--- config.mk ---
export PLATFORM = sky130hd
export DESIGN_NAME = master_port
export DESIGN_NICKNAME = d
export VERILOG_FILES = /design/src/rtl/master_port.sv
export SDC_FILE = /design/constraint.sdc
export NUM_CORES = 1
export LEC_CHECK = 0
export CAP_MARGIN = 5
export CORE_MARGIN = 2
export CORE_UTILIZATION = 23
export CTS_CLUSTER_SIZE = 25
export DETAILED_ROUTE_END_ITERATION = 12
export GPL_TIMING_DRIVEN = 0
export SLEW_MARGIN = 20
export SYNTH_ARGS = -nofsm -noshare
export SYNTH_HDL_FRONTEND = slang
export SYNTH_SLANG_ARGS = --single-unit
--- constraint.sdc ---
create_clock -name clk -period 2.05 [get_ports clk]
set_input_delay 0.41 -clock clk [delete_from_list [all_inputs] [get_ports clk]]
set_output_delay 0.41 -clock clk [all_outputs]
set_load 0.01 [all_outputs]
--- src/rtl/master_port.sv ---
`default_nettype none
// ============================================================================
// Module   : master_port
// Brief    : Device-side request port that wins the bus, shifts address and
//            write data out serially, and collects serial read data.
// Revision : 1.0  initial release
// ============================================================================

module master_port #(
    parameter int ADDR_WIDTH = 12,
    parameter int DATA_WIDTH = 8,   // must be >= 2
    parameter int TIMEOUT    = 64
) (
    input  logic                  clk,
    input  logic                  rst,
    input  logic                  dvalid,
    output logic                  dready,
    input  logic                  dmode,
    input  logic [ADDR_WIDTH-1:0] daddr,
    input  logic [DATA_WIDTH-1:0] dwdata,
    output logic [DATA_WIDTH-1:0] drdata,
    output logic                  ddone,
    output logic                  derror,
    output logic                  mbreq,
    input  logic                  mbgrant,
    output logic                  mwdata,
    output logic                  mmode,
    output logic                  mvalid,
    input  logic                  srdata,
    input  logic                  svalid,
    input  logic                  sready,
    input  logic                  ssplit
);

    localparam int SW = ADDR_WIDTH + DATA_WIDTH;
    localparam int CW = $clog2(SW + 1);
    localparam int TW = $clog2(TIMEOUT + 1);

    localparam logic [CW-1:0] c_ADDR_END = CW'(ADDR_WIDTH);
    localparam logic [CW-1:0] c_XFER_END = CW'(SW);
    localparam logic [CW-1:0] c_RD_LAST  = CW'(DATA_WIDTH - 1);
    localparam logic [TW-1:0] c_TO_LAST  = TW'(TIMEOUT - 1);

    typedef enum logic [2:0] {
        S_IDLE  = 3'd0,
        S_REQ   = 3'd1,
        S_START = 3'd2,
        S_ADDR  = 3'd3,
        S_WDATA = 3'd4,
        S_RWAIT = 3'd5,
        S_RDATA = 3'd6,
        S_WACK  = 3'd7
    } state_t;

    state_t                r_state;
    logic                  r_mode;
    logic [SW-1:0]         r_shift;
    logic [CW-1:0]         r_bcnt;
    logic [TW-1:0]         r_tcnt;
    logic [DATA_WIDTH-2:0] r_rbuf;
    logic [DATA_WIDTH-1:0] r_drdata;
    logic                  r_ddone;
    logic                  r_derror;
    logic                  r_mbreq;
    logic                  r_mvalid;
    logic                  r_mwdata;
    logic                  r_mmode;

    logic [DATA_WIDTH-1:0] w_rword;
    logic                  w_to_last;

    // Newest serial bit enters at the top so the first bit lands in bit 0.
    assign w_rword   = {srdata, r_rbuf};
    assign w_to_last = (r_tcnt == c_TO_LAST);

    always_ff @(posedge clk or posedge rst) begin
        if (rst) begin
            r_state  <= S_IDLE;
            r_mode   <= 1'b0;
            r_shift  <= '0;
            r_bcnt   <= '0;
            r_tcnt   <= '0;
            r_rbuf   <= '0;
            r_drdata <= '0;
            r_ddone  <= 1'b0;
            r_derror <= 1'b0;
            r_mbreq  <= 1'b0;
            r_mvalid <= 1'b0;
            r_mwdata <= 1'b0;
            r_mmode  <= 1'b0;
        end else if (r_ddone) begin
            // Completion cycle: release the bus one cycle after ddone.
            r_ddone  <= 1'b0;
            r_derror <= 1'b0;
            r_mbreq  <= 1'b0;
            r_state  <= S_IDLE;
        end else begin
            case (r_state)
                S_IDLE: begin
                    if (dvalid) begin
                        r_mode  <= dmode;
                        r_shift <= {dwdata, daddr};
                        r_mbreq <= 1'b1;
                        r_state <= S_REQ;
                    end
                end
                S_REQ: begin
                    if (mbgrant) begin
                        r_tcnt  <= '0;
                        r_state <= S_START;
                    end
                end
                S_START: begin
                    if (sready) begin
                        r_mvalid <= 1'b1;
                        r_mmode  <= r_mode;
                        r_mwdata <= r_shift[0];
                        r_shift  <= r_shift >> 1;
                        r_bcnt   <= CW'(1);
                        r_state  <= S_ADDR;
                    end else if (!ssplit) begin
                        if (w_to_last) begin
                            r_ddone  <= 1'b1;
                            r_derror <= 1'b1;
                        end else begin
                            r_tcnt <= r_tcnt + 1'b1;
                        end
                    end
                end
                S_ADDR: begin
                    if (r_bcnt == c_ADDR_END && !r_mode) begin
                        r_mvalid <= 1'b0;
                        r_mwdata <= 1'b0;
                        r_mmode  <= 1'b0;
                        r_tcnt   <= '0;
                        r_bcnt   <= '0;
                        r_state  <= S_RWAIT;
                    end else begin
                        r_mwdata <= r_shift[0];
                        r_shift  <= r_shift >> 1;
                        r_bcnt   <= r_bcnt + 1'b1;
                        if (r_bcnt == c_ADDR_END) begin
                            r_state <= S_WDATA;
                        end
                    end
                end
                S_WDATA: begin
                    if (r_bcnt == c_XFER_END) begin
                        r_mvalid <= 1'b0;
                        r_mwdata <= 1'b0;
                        r_mmode  <= 1'b0;
                        r_tcnt   <= '0;
                        r_bcnt   <= '0;
                        r_state  <= S_WACK;
                    end else begin
                        r_mwdata <= r_shift[0];
                        r_shift  <= r_shift >> 1;
                        r_bcnt   <= r_bcnt + 1'b1;
                    end
                end
                S_RWAIT: begin
                    if (svalid) begin
                        r_rbuf  <= w_rword[DATA_WIDTH-1:1];
                        r_bcnt  <= CW'(1);
                        r_state <= S_RDATA;
                    end else if (!ssplit) begin
                        if (w_to_last) begin
                            r_ddone  <= 1'b1;
                            r_derror <= 1'b1;
                        end else begin
                            r_tcnt <= r_tcnt + 1'b1;
                        end
                    end
                end
                S_RDATA: begin
                    if (svalid) begin
                        r_rbuf <= w_rword[DATA_WIDTH-1:1];
                        r_bcnt <= r_bcnt + 1'b1;
                        if (r_bcnt == c_RD_LAST) begin
                            r_drdata <= w_rword;
                            r_ddone  <= 1'b1;
                        end
                    end
                end
                S_WACK: begin
                    if (sready) begin
                        r_ddone <= 1'b1;
                    end else if (!ssplit) begin
                        if (w_to_last) begin
                            r_ddone  <= 1'b1;
                            r_derror <= 1'b1;
                        end else begin
                            r_tcnt <= r_tcnt + 1'b1;
                        end
                    end
                end
                default: r_state <= S_IDLE;
            endcase
        end
    end

    assign dready = (r_state == S_IDLE) && !rst;
    assign drdata = r_drdata;
    assign ddone  = r_ddone;
    assign derror = r_derror;
    assign mbreq  = r_mbreq;
    assign mwdata = r_mwdata;
    assign mmode  = r_mmode;
    assign mvalid = r_mvalid;

endmodule

`default_nettype wire

==> impl_metrics.tcl <==
set metrics [dict create \
    status "finished clean" \
    synth_edf_count 0 \
    grt_use_total_pct 10.4 \
    fin_crit_sh_pct 96.8 \
    cp_max_fo 4 \
    wl_per_cell_um 13.3 \
    path_class "flop to flop" \
    synth_top_area_share_pct 48.3 \
    grt-ovfl-total 0 \
    critPathCaptureType "flop" \
    root_buffer "clkbuf_16" \
    setup_ws_ns 0.0661 \
    yosysMostFrequentCell "dfrtp_1" \
    synth_cells 287 \
    layout.nets 380 \
    clk_latency_ns 0.32 \
    max_freq_mhz 504 \
    max_stage_delay_ns 0.42 \
    drtIter0Drc 95 \
    r2r_end "mvalid" \
    fin_tns_setup_ns 0 \
    dp_hpwl_um 4770 \
    r2r_slack_ns 0.07 \
    first_pass_iters 4 \
    grt_pass1_vias 2390 \
    startpoint_type "flop" \
    drcViolationCount 0 \
    power_per_cell_area_nw_per_um2 1600 \
    ys_top_cells_by_area "dfrtp_1 48%, mux2i_1 6.8%, mux2_2 6.5%" \
    r2r-start "r_bcnt[0]" \
    crit_required_ns 2.25 \
    dieHeight_um 117 \
    start_util_pct 23.5 \
    maxCapViolations 0 \
    std_cell_rows 41 \
    clk_pin_slew_ns 0.06 \
    vdd_ir_drop_max_uv 623 \
    skew_ns 0.0109 \
    period_needed_ns 1.98 \
    yosysTopAreaCell "dfrtp_1" \
    core-area_sq_um 12600 \
    layout-drive-gt1-share_pct 22.4 \
    finalWirelength_um 6980 \
    clockBufferDepth 2 \
    reg2regPathDepth 8 \
    synth.distinct_cells 51 \
    viasPerCell 4.56 \
    netlist_area_sq_um 2950 \
    port_buffers 43 \
    dp_slack_ns -0.424 \
    grt_pass1_wl_um 11800 \
    synth_fp_nets 319 \
    drv_slew 0 \
    slew_headroom_pct 53.7 \
    hold_depth 1 \
    crit_path_cell_trace "inv_2 > ha_2 > nand4b_1 > o211ai_1 > buf_4 > nand2_2 > nor3_4 > mux2_4" \
    syn_avg_cell_area_sq_um 10.3 \
    hold_viol_final 0 \
    hold_start "r_tcnt[0]" \
    synthArstFlopShare_pct 100 \
    yosys_warnings 0 \
    hp-class "flop to flop" \
    clock_sinks 57 \
    ioPinCount 44 \
    die_w_um 117 \
    die_area_sq_um 13800 \
    fin_cells 525 \
    fillers 1255 \
    p_leak_nw 1.78 \
    setup_violations 0 \
    worst-endpoint-arrival_ns 2.18 \
    n_antenna_cell 0 \
    htreeDepth 3 \
    ys_seq_area_share_pct 48.3 \
    whs_endpoint "r_tcnt[0]" \
    ys.flop_type "dfrtp_1" \
    synth_common_cells "57 x dfrtp_1, 31 x a21oi_1, 31 x nor2_1" \
    antenna_found_initial 0 \
    tightest_slew_ns 0.695 \
    syn_to_final_growth_pct 40.3 \
    cts_buffers 9 \
    synth_seq_cells 57 \
    cts_tree "built" \
    dpl.cell_count 502 \
    routabilityCongestion 0.899 \
    timing.hold.ws_ns 0.500 \
    antenna_left 0 \
    slowest_stage "dfrtp_1" \
    startpoint "r_bcnt[0]" \
    grt_max_degree 58 \
    num_vias 2392 \
]
-- stage by stage --
step / total power [W] / util (%) / cell area [sq um]
3_3_place_gp: 0.00439 / 28.6 / 3600
5_1_grt: 0.00709 / 33.0 / 4140
4_1_cts: 0.00643 / 32.0 / 4020
6_report: 0.00662 / 33.0 / 4140
2_1_floorplan: 0.00379 / - / 2950
3_5_place_dp: 0.00447 / 28.7 / 3600
-- worst max-delay path: cells and delay by family, from the launching register on --
| kind | cells | cell delay, ns |
|---|---|---|
| multiplexers | 1 | 0.31 |
| adder cells (fa/ha/maj) | 1 | 0.18 |
| AO/OA/AOI/OAI | 1 | 0.26 |
| flip-flops | 1 | 0.42 |
| buffers and inverters | 2 | 0.24 |
| AND/OR/NAND/NOR | 3 | 0.45 |
-- per-layer routing --
metal  track usage [%]  wire, um  share of wire, %
met5                 0         0                 0
met4              3.46        76               1.1
met3              3.45       302               4.3
met2              15.6      3250                47
met1              14.1      3350                48
-- layout make-up --
class,count,area [sq um],share of cell area [%]
multi-input combinational,205,1490,36.0
clock inverter,5,125,3.02
clock buffer,11,253,6.10
tap,172,215,5.19
inverter,10,40.0,0.966
sequential,57,1430,34.5
timing repair buffer,51,502,12.1
buffer,14,88.8,2.14
-- how the worst max path moves through the flow --
stage          slack, ns  cells past startpoint   endpoint
6_report            0.07                      8     mvalid
5_1_grt           -0.004                      8     mvalid
3_3_place_gp       -0.86                      2      ddone
4_1_cts            -0.02                      9  r_tcnt[3]
2_1_floorplan       0.24                      1      ddone
3_5_place_dp       -0.42                      5  drdata[4]
-- power by group --
part | switching [W] | internal, W
clock | 0.000498 | 0.00137
combinational | 0.00160 | 0.00134
sequential | 0.000270 | 0.00155
-- timing repair --
| item | CTS | global route |
|---|---|---|
| setup endpoints to repair | 16 | 41 |
| pin swaps | 3 | 4 |
| resized for setup | 9 | 31 |
| endpoints found under the hold margin | 0 | 0 |
| setup buffers | 3 | 5 |
| hold buffers | 0 | 0 |
-- state kept, by name (all words and copies together), names as in the netlist --
signal   flops
r_rbuf       7
mwdata       1
mvalid       1
r_mode       1
r_state      3
mbreq        1
r_shift     20
mmode        1
drdata       8
r_tcnt       7
ddone        1
derror       1
r_bcnt       5
-- cell usage in the layout (no fill, tap or decap), types with 3 or more instances in the layout --
master,synthesis,routed
nor2b_1,9,9
nand3_1,4,4
buf_4,2,10
nand4b_1,3,3
a21oi_1,31,30
nand2b_1,5,5
bufinv_16,0,4
dfrtp_1,57,56
o21ai_0,22,16
mux2i_1,20,20
clkdlybuf4s50_1,0,42
inv_1,9,6
a31oi_1,5,5
nand2_1,8,6
a22o_1,3,3
nor2_1,31,30
clkbuf_16,0,9
o21ai_2,0,5
mux2_2,17,16
and3_1,6,6
inv_2,1,3
buf_6,2,3
buf_2,6,6
o211ai_1,4,4
-- logic make-up (layout without fill, tap and decap cells) --
family | Yosys count | after routing | share of synthesized area (%)
AOI/OAI and AO/OA | 81 | 81 | 16.7
DFF | 57 | 57 | 48.3
and+or+nand+nor | 82 | 82 | 15.7
xor gates and xnor gates | 2 | 2 | 0.593
muxes | 37 | 37 | 13.3
buffers and inverters | 25 | 91 | 4.19
adders and majority gates | 3 | 3 | 1.27
Note: power is estimated with default switching activity, not from simulation.
